`src/rtl/load_store_unit.sv`:
```
// Load/store initiator for the data memory port; one request in flight, response pulse per request.
// Optional LSU_MISALIGN_SPLIT_EN splits misaligned halfword/word accesses into byte accesses.
module load_store_unit #(
  parameter int ADDR_W = 8
) (
  input  logic              clk,
  input  logic              reset,
  input  logic              req_valid,
  output logic              req_ready,
  input  logic              req_is_store,
  input  logic [2:0]        req_funct3,
  input  logic [ADDR_W-1:0] req_addr,
  input  logic [31:0]       req_wdata,
  output logic              rsp_valid,
  output logic [31:0]       rsp_rdata,
  output logic              rsp_fault,
  output logic              mem_read,
  output logic              mem_write,
  output logic [ADDR_W-1:0] mem_address,
  output logic [31:0]       mem_write_data,
  output logic [2:0]        mem_funct3,
  input  logic [31:0]       mem_read_data
);

  typedef enum logic [1:0] {
    IDLE,
    ACCESS,
    RESP
`ifdef LSU_MISALIGN_SPLIT_EN
    , SPLIT
`endif
  } state_t;

  state_t      state;
  logic        is_store_q;
  logic        fault_q;
  logic [31:0] result_q;
  logic        illegal;
  logic        misaligned;
  logic [31:0] load_value;

`ifdef LSU_MISALIGN_SPLIT_EN
  logic              split_q;
  logic [1:0]        idx_q;
  logic [2:0]        funct3_q;
  logic [ADDR_W-1:0] addr_q;
  logic [31:0]       wdata_q;
  logic [1:0]        idx_next;
  logic [1:0]        idx_last;

  assign idx_next = idx_q + 2'd1;
  assign idx_last = funct3_q[1] ? 2'd3 : 2'd1;
`endif

  always_comb begin
    illegal    = (req_funct3 == 3'b011) || (req_funct3[2:1] == 2'b11) ||
                 (req_is_store && req_funct3[2]);
    misaligned = ((req_funct3[1:0] == 2'b01) && req_addr[0]) ||
                 ((req_funct3[1:0] == 2'b10) && (req_addr[1:0] != 2'b00));
  end

  // Aligned loads are already extended by the memory; only split halfwords need it here.
  always_comb begin
    load_value = result_q;
`ifdef LSU_MISALIGN_SPLIT_EN
    if (split_q && (funct3_q[1:0] == 2'b01))
      load_value = funct3_q[2] ? {16'h0000, result_q[15:0]}
                               : {{16{result_q[15]}}, result_q[15:0]};
`endif
  end

  always_ff @(posedge clk or negedge reset) begin
    if (!reset) begin
      state          <= IDLE;
      req_ready      <= 1'b1;
      rsp_valid      <= 1'b0;
      rsp_rdata      <= '0;
      rsp_fault      <= 1'b0;
      mem_read       <= 1'b0;
      mem_write      <= 1'b0;
      mem_address    <= '0;
      mem_write_data <= '0;
      mem_funct3     <= '0;
      is_store_q     <= 1'b0;
      fault_q        <= 1'b0;
      result_q       <= '0;
`ifdef LSU_MISALIGN_SPLIT_EN
      split_q        <= 1'b0;
      idx_q          <= '0;
      funct3_q       <= '0;
      addr_q         <= '0;
      wdata_q        <= '0;
`endif
    end else begin
      rsp_valid <= 1'b0;
      rsp_fault <= 1'b0;
      rsp_rdata <= '0;
      case (state)
        IDLE: begin
          if (req_valid) begin
            req_ready      <= 1'b0;
            is_store_q     <= req_is_store;
            result_q       <= '0;
            mem_address    <= req_addr;
            mem_funct3     <= req_funct3;
            mem_write_data <= req_wdata;
`ifdef LSU_MISALIGN_SPLIT_EN
            funct3_q       <= req_funct3;
            addr_q         <= req_addr;
            wdata_q        <= req_wdata;
            split_q        <= 1'b0;
            idx_q          <= '0;
`endif
            if (illegal) begin
              fault_q <= 1'b1;
              state   <= RESP;
            end else if (misaligned) begin
`ifdef LSU_MISALIGN_SPLIT_EN
              fault_q        <= 1'b0;
              split_q        <= 1'b1;
              mem_funct3     <= req_is_store ? 3'b000 : 3'b100;
              mem_write_data <= {24'h000000, req_wdata[7:0]};
              mem_read       <= !req_is_store;
              mem_write      <= req_is_store;
              state          <= SPLIT;
`else
              fault_q <= 1'b1;
              state   <= RESP;
`endif
            end else begin
              fault_q   <= 1'b0;
              mem_read  <= !req_is_store;
              mem_write <= req_is_store;
              state     <= ACCESS;
            end
          end
        end
        ACCESS: begin
          mem_read  <= 1'b0;
          mem_write <= 1'b0;
          if (!is_store_q) result_q <= mem_read_data;
          state <= RESP;
        end
`ifdef LSU_MISALIGN_SPLIT_EN
        SPLIT: begin
          if (!is_store_q) result_q[{idx_q, 3'b000} +: 8] <= mem_read_data[7:0];
          if (idx_q == idx_last) begin
            // Memory-side fields go back to the latched request once bytes are done.
            mem_read       <= 1'b0;
            mem_write      <= 1'b0;
            mem_address    <= addr_q;
            mem_funct3     <= funct3_q;
            mem_write_data <= wdata_q;
            state          <= RESP;
          end else begin
            idx_q          <= idx_next;
            mem_address    <= addr_q + ADDR_W'(idx_next);
            mem_write_data <= {24'h000000, wdata_q[{idx_next, 3'b000} +: 8]};
          end
        end
`endif
        RESP: begin
          rsp_valid <= 1'b1;
          rsp_fault <= fault_q;
          rsp_rdata <= (is_store_q || fault_q) ? '0 : load_value;
          req_ready <= 1'b1;
          state     <= IDLE;
        end
        default: begin
          mem_read  <= 1'b0;
          mem_write <= 1'b0;
          req_ready <= 1'b1;
          state     <= IDLE;
        end
      endcase
    end
  end

endmodule
```
`config.mk`:
```
export PLATFORM = sky130hd
export DESIGN_NAME = load_store_unit
export DESIGN_NICKNAME = d
export VERILOG_FILES = /design/src/rtl/load_store_unit.sv
export SDC_FILE = /design/constraint.sdc
export NUM_CORES = 1
export LEC_CHECK = 0
export ABC_AREA = 1
export BUFFER_PORTS_ARGS = -buffer_cell sky130_fd_sc_hd__buf_2
export CAP_MARGIN = 30
export CORE_AREA = 4 4 105 107
export DETAILED_ROUTE_END_ITERATION = 12
export DIE_AREA = 0 0 109 111
export HOLD_SLACK_MARGIN = 0.15
export MAX_ROUTING_LAYER = met4
export PLACE_DENSITY_LB_ADDON = 0.05
export SLEW_MARGIN = 20
export SYNTH_ARGS = -nofsm -noshare
export SYNTH_HDL_FRONTEND = slang
export SYNTH_SLANG_ARGS = --single-unit
```
`constraint.sdc`:
```
create_clock -name clk -period 1.2 [get_ports clk]
set_input_delay 0.24 -clock clk [delete_from_list [all_inputs] [get_ports clk]]
set_output_delay 0.24 -clock clk [all_outputs]
set_load 0.05 [all_outputs]
```
Word-level counts from Yosys, hierarchy flattened
Cells that the tools add are included.
{"block": "totals", "input_bits": 79, "out_inout_bits": 80, "mem_bits_ro": 0, "reg_bits": 116, "word_cells": 63, "memories": 0, "mem_bits_rw": 0, "latchBits": 0}
{"block": "classes", "muxes": 23, "magnitude_cmp": 0, "n_reduce_logical": 15, "mul": 0, "bitwise_logic": 2, "add_sub_neg": 0, "eq_ne": 10, "shifts": 0, "n_div": 0}
{"op": "2-to-1 mux 32 bit", "n": 4}
{"op": "one-hot mux 32 bit (2 select lines)", "n": 1}
{"op": "2-to-1 mux 1 bit", "n": 11}
{"op": "inequality test 2 bit, second input constant", "n": 4}
{"op": "equality test 2 bit, second input constant", "n": 3}
{"op": "2-to-1 mux 2 bit", "n": 3}
{"op": "one-hot mux 1 bit (2 select lines)", "n": 3}
{"op": "equality test 2 x 1 -> 1 bit, second input constant", "n": 2}
{"op": "logical OR 1 bit", "n": 4}
{"op": "one-hot mux 2 bit (2 select lines)", "n": 1}
{"op": "AND reduction 2 bit", "n": 2}
{"op": "AND reduction 4 bit", "n": 1}
{"op": "nonzero test 2 bit", "n": 2}
{"op": "equality test 3 x 2 -> 1 bit, second input constant", "n": 1}
{"op": "logical AND 1 bit", "n": 3}
{"op": "AND reduction 3 bit", "n": 1}
{"op": "logical NOT 2 bit", "n": 1}
{"op": "NOT 1 bit", "n": 2}
{"op": "logical NOT 1 bit", "n": 1}

Longest topological paths before layout
Gate-level depths: netlist of the first run.
{"block": "logic_depth", "word_depth": 7, "ltp_mapped": 7, "depth_no_buf": 6}

Worst setup path before layout of the first run
Ideal clock, no wire load.
{"block": "synth_timing", "path_kind": "reg2reg", "startpoint": "register state[1]", "endpoint": "register mem_address[0]", "path_slack_ns": -0.029, "n_path_buf": 2, "period_less_slack_ns": 1.229, "arrival_time_ns": 1.110, "required_time_ns": 1.081, "setup_time_ns": 0.119, "path_stages_with_launch": 7, "cell_sequence": "dfrtp_1 nor3_2 inv_2 buf_2 buf_6 nand2_1 nand2_1"}
{"block": "synth_between", "elab_chain_len": 2}
{"item": "from (decl)", "line": "34", "rtl": "state_t state;"}
{"item": "from (signal assigned)", "line": "74", "rtl": "state <= IDLE;"}
{"item": "from (signal assigned)", "line": "116", "rtl": "state <= RESP;"}
{"item": "from (signal assigned)", "line": "128", "rtl": "state <= RESP;"}
{"item": "logical NOT 2 bit", "line": "98", "rtl": "case (state)"}
{"item": "AND reduction 2 bit (no line)"}
{"item": "to (signal assigned)", "line": "104", "rtl": "mem_address <= req_addr;"}
{"item": "to (decl)", "line": "19", "rtl": "output logic [ADDR_W-1:0] mem_address,"}
No other way between the ends.
A chain may end at the register's enable or synchronous reset.

Final worst setup path of the first run
{"block": "layout_timing", "startpoint": "register req_ready", "endpoint": "output port req_ready"}
{"item": "from (decl)", "line": "9", "rtl": "output logic req_ready,"}
{"item": "from (signal assigned)", "line": "75", "rtl": "req_ready <= 1'b1;"}
{"item": "from (signal assigned)", "line": "101", "rtl": "req_ready <= 1'b0;"}
{"item": "from (signal assigned)", "line": "166", "rtl": "req_ready <= 1'b1;"}
No word-level cell between the ends.

==> run metrics, run 1 <==
status complete, but fails checks; violated checks negative setup slack; Synth Area in XOR/XNOR 0%; Core Rows 37; drt via density about 4.7; largest family of logic cells by synthesized area simple AND/OR/NAND/NOR gates; total power around 14 mW; CORE AREA roughly 10000 um2; switching power 4.73 mW; Crit Path Category flip-flop to output pin; wire per inst 16.3 um; VDD IR-drop max approximately 1.2 mV; diode count 0; clk slew on worst S/H paths roughly 50 ps; highest clock rate between 600 and 700 MHz; 1st-pass router iterations 4; Clock Sinks between 100 and 150; Mapped Area ~4300 um2; Finish-stage setup viols approximately 150; syn nets 516; Worst Tran Pin Value 345 ps; via count roughly 4100; final non-filler cell total between 800 and 900; initial antenna violation count 0; Critical Path Fanout Max 2; post-synth top area share between 60% and 70%; post-synthesis sequential area ratio 67.1%; commonest non-fill, non-tap cell in the layout dfrtp_1; worst-skew pair later-pin latency about 500 ps; crit start category flip-flop; Initial Util 42.7%; WP buf/inv 1; CP Cell Sequence buf_8; Yosys warnings 0; IO Count 159; WL final between 10 and 15 mm; root buffer cell clkbuf_8; worst relative slew slack between 70% and 80%; Hold Fails Final Rpt 0; Final Cycle Share 119%; final worst setup slack -229 ps; Max Cap Viol 0; H-tree level count 4; met1 Track Usage GR between 20 and 30%; Req. time, crit path around 960 ps; ANT nets after route 0; Comb power frac about a third; met3 global-route usage 5.30%; Fillers between 500 and 600; post-synthesis mux area share 0%; M2 GR Usage around two fifths; CP delay by family, top flip-flops; first-pass GRT wire length 21.7 mm; global routing's busiest layer met2; largest net degree at the start of global routing 55; Synth Instances between 400 and 500; Final Skew 7.90 ps; Min-Delay Path Class input pin to flip-flop; most frequent cells in the layout dfrtp_1 (114), buf_6 (81), dlygate4sd3_1 (79); Compound-Gate Fraction of Synth Area ~4.3%; Cell Pwr Density around 1700 nW/um2; Detailed Place HPWL around 7 mm; Die W 109 um; Internal about 9.4 mW; RSZ-0062 raised after global routing yes; die footprint approximately 12000 um2; vias in the first global route roughly 4400; FF+latch count, synth between 100 and 150; synth unique cells 18; Port Buffers 158; Critical Path Max Stage Delay about 550 ps; Final nets 799; post-synth top area cell dfrtp_1; worst hold start req_valid; Synth Area in Adders 0%; Critical Path Source req_ready; top post-synthesis cells by area dfrtp_1 (66%), nand2_1 (12%), nand3_1 (4.0%), nor3_1 (3.7%), inv_1 (3.3%); reg2reg start state[0]; Pleak ~4.0 nW; clock tree buffer depth 2; Placer Congestion roughly 0.76; Clk pwr share a little over a third; Post-Synth Simple-Gate Area a little over a fifth; critical path endpoint category output pin; CTS Buf Count 17; DRC violations left 0; Syn Area/Cell 9.91 um2; DIE HEIGHT 111 um; Critical Path AT roughly 1200 ps; Period minus WS final 1430 ps; layout cell share with drive strength beyond 1 between 40% and 50%; master of the slowest instance on the critical path dfstp_2; All-Layer GR Usage a little under a quarter; total gr overflow 0; drt initial violations 158; TritonCTS clock tree yes; Seq pwr share approximately 34%; switch share around a third; Slew Viols, Final 0; area grow syn2layout 88.6%; placed insts slightly above 700
sequential cells by signal, indices dropped and copies added (netlist names):
name and cells:
req_ready 1, mem_address 8, state 2, is_store_q 1
load_value 32, mem_write 1, mem_read 1, mem_write_data 32
rsp_fault 1, rsp_valid 1, fault_q 1, rsp_rdata 32
mem_funct3 3
layout make-up:
type / count / area (um2) / area share [%]
well taps: 136 / 170 / 2.08
repair buffers: 288 / 2780 / 34.1
flip-flops and latches: 116 / 2910 / 35.6
inverters: 42 / 184 / 2.25
clock buffers: 20 / 425 / 5.21
clock inverters: 12 / 156 / 1.92
multi-input cells: 254 / 1530 / 18.8
repair inverters: 1 / 8.76 / 0.107
worst register-to-register path: stages, from the launching register on:
cell     delay [ps]
dfrtp_1         420
nor3_4          220
inv_2           100
buf_12          170
buf_12          150
nand2_2          60
nand2_1          70
kinds of logic after synthesis:
family / count (synthesis)
buffers and inverters: 67
AOI/OAI and AO/OA: 37
and+or+nand+nor: 217
DFF: 116
per-layer routing:
metal | wire length, um | share of wire, %
met1 | 5600 | 40
met2 | 7620 | 54
met3 | 706 | 5.0
met4 | 212 | 1.5
met5 | 0 | 0
power by group through the flow:
| stage | sequential, mW | combinational (mW) | clock (mW) |
|---|---|---|---|
| 3_3_place_gp | 4.63 | 2.78 | 0 |
| 2_1_floorplan | 5.82 | 0.750 | 0 |
| 5_1_grt | 4.77 | 4.67 | 5.18 |
| 6_report | 4.73 | 4.43 | 4.93 |
| 3_5_place_dp | 4.64 | 2.80 | 0 |
| 4_1_cts | 4.67 | 3.90 | 4.98 |
cell usage after synthesis:
master    instances
clkbuf_1          3
nor3_2            1
clkinv_1          1
buf_2            14
buf_6             7
inv_2             3
dfstp_2           1
nand3_1          35
buf_4             1
nor2_2            2
dfrtp_1         115
o21ai_1          20
nor3_1           32
inv_1            38
nor2_1            8
nand4_1           2
nand2_1         137
o21ai_0          17
path summary, 6_finish.rpt:
path	end	slack [ps]	cells after the start
worst max-delay path	req_ready	-230	1
worst min-delay path	state[1]	270	6
worst max register to register	mem_write_data[25]	-90	6
worst min register to register	rsp_rdata[0]	500	2
max in group asynchronous	load_value[27]	130	3
min in group asynchronous	rsp_rdata[28]	310	3
stage by stage:
| step | hold WS, ps | setup slack, ps | util [%] | cell area [um2] | TNS (ps) |
|---|---|---|---|---|---|
| after CTS | 271 | -251 | 75.9 | 7690 | -12510 |
| after detailed placement | 126 | -97.6 | 52.6 | 5330 | -5140 |
| final | 271 | -229 | 80.5 | 8160 | -10710 |
| after floorplan | -55.6 | 15.5 | - | 4330 | 0 |
| after global placement | 125 | -61.9 | 52.6 | 5330 | -2500 |
| after global routing | 313 | -269 | 80.5 | 8160 | -16970 |
repair_timing:
| item | 4_1_cts | 5_1_grt |
|---|---|---|
| hold buffers | 79 | 0 |
| cloned | 7 | 4 |
| hold endpoints to repair | 194 | 0 |
| setup buffers | 11 | 16 |
| gates resized for setup | 228 | 100 |
| setup endpoints to repair | 177 | 192 |
| pin swaps | 4 | 20 |
(Power assumes the default switching activity.)
==> inputs of run 2 (changes only) <==
- REMOVE_ABC_BUFFERS: default -> 1
==> run metrics, run 2 (synthesis gave the netlist of run 1 again) <==
DIE HEIGHT 111 um; critical path endpoint category output pin; pre-CTS WS -102 ps; root buffer cell clkbuf_8; register area 2910 um2; H-tree level count 4; FF-to-FF End load_value[8]; Critical Path AT between 1000 and 1500 ps; Worst Tran Pin Value roughly 370 ps; violated checks negative setup slack; initial antenna violation count 0; Crit Path Category flip-flop to output pin; Pleak ~4.2 nW; CP delay by family, top flip-flops; via count around 4300; WP buf/inv 1; area grow syn2layout 96.9%; most frequent cells in the layout dfrtp_1 (112), buf_6 (82), dlygate4sd3_1 (77), buf_2 (77), nand2_1 (76); Worst R2R Path Depth 7; Die W ~110 um; Port Buffers approximately 160; vias in the first global route around 4500; Final Cell Area ~8500 um2; clk slew on worst S/H paths about 60 ps; Reg2Reg Setup Slack -130 ps; WL final 15.2 mm; placed cell area ~5400 um2; Period minus WS final 1460 ps; Critical Path Fanout Max 2; Hold WS between 150 and 200 ps; first-pass GRT wire length around 22 mm; drt via density a little under 5; die footprint between 10000 and 15000 um2; Final Skew between 7 and 8 ps; worst-skew pair later-pin latency between 500 and 600 ps; RSZ-0062 raised after global routing yes; total gr overflow 0; CP Depth 1; Slew Viols, Final 0; Critical Path Max Stage Delay between 500 and 600 ps; TritonCTS clock tree yes; Initial Util a little over two fifths; Clock Sinks 116; Finish-stage setup viols just under 200; diode count 0; Setup crit end req_ready; reg2reg start state[1]; layout cell share with drive strength beyond 1 a little over half; Placer Congestion approximately 0.77; status complete, but fails checks; Min-Delay Path Class input pin to flip-flop; Detailed Place HPWL 7.06 mm; wire per inst between 15 and 20 um; Final Cycle Share 121%; area of the multi-input gates 1760 um2; commonest non-fill, non-tap cell in the layout dfrtp_1; Fillers between 500 and 600; Req. time, crit path about 960 ps; VDD IR-drop max between 1 and 1.5 mV; master of the slowest instance on the critical path dfstp_2; CP Cell Sequence buf_8; 1st-pass router iterations 4; IO Count ~160; crit start category flip-flop; largest net degree at the start of global routing 68; Core Rows 37; highest clock rate slightly below 700 MHz; Cell Pwr Density 1640 nW/um2; Final nets approximately 800; drt initial violations 145; final worst setup slack -257 ps; ANT nets after route 0; worst relative slew slack around 76%; Max Cap Viol 0; CORE AREA between 10000 and 15000 um2; clock tree buffer depth 2; utilization after layout a little over four fifths; Critical Path Source req_ready; final setup TNS -17100 ps; Hold Fails Final Rpt 0; All-Layer GR Usage between 20% and 30%; CTS Buf Count 17; DRC violations left 0
==> run 2: cell type report <==
type                    instances  share of cell area [%]
clock buffers                  20                    5.34
clock inverters                10                   0.984
inverters                      42                    1.91
multi-input cells             254                    20.6
flip-flops and latches        116                    34.1
well taps                     136                    2.00
repair buffers                291                    35.0
==> run 2: how the worst min path moves through the flow <==
stage	startpoint	cells after the start	end	slack [ps]
4_1_cts	req_valid	5	state[1]	160
5_1_grt	req_valid	5	state[1]	200
2_1_floorplan	reset	0	fault_q	-60
3_5_place_dp	reset	2	rsp_rdata[18]	260
6_report	req_valid	5	state[1]	190
3_3_place_gp	reset	2	load_value[18]	250
==> run 2: timing repair <==
item | CTS | global route
pin swaps | 5 | 20
gates cloned | 4 | 15
endpoints found under the setup margin | 182 | 192
hold endpoints to repair | 194 | 0
buffers inserted | 10 | 9
gates resized for setup | 246 | 129
hold buffers | 77 | 0
==> run 2: layer usage <==
layer / vias up / part of all wire (%) / global-route usage [%]
li1: 1968 / - / -
met4: 0 / 2.1 / 7.91
met3: 32 / 5.6 / 5.13
met1: 2119 / 39 / 30.2
met5: - / 0 / -
met2: 180 / 53 / 38.0
==> run 2: metrics by stage <==
| step | total power [mW] | std cells |
|---|---|---|
| 4_1_cts | 13.2 | 846 |
| 5_1_grt | 14.5 | 869 |
| 3_3_place_gp | 7.46 | 725 |
| 3_5_place_dp | 7.50 | 725 |
| 6_report | 14.0 | 869 |
| 2_1_floorplan | 6.46 | 412 |
==> run 2: tightest hold or removal path, stage by stage <==
cell and delay [ps]:
buf_2 100, inv_1 110, nor2_1 70, nand2_1 50
o21ai_0 70
==> run 2: power breakdown <==
part | switching (mW) | total (mW) | internal, mW
clock | 1.73 | 4.59 | 2.86
combinational | 2.70 | 4.61 | 1.91
sequential | 0.408 | 4.78 | 4.37
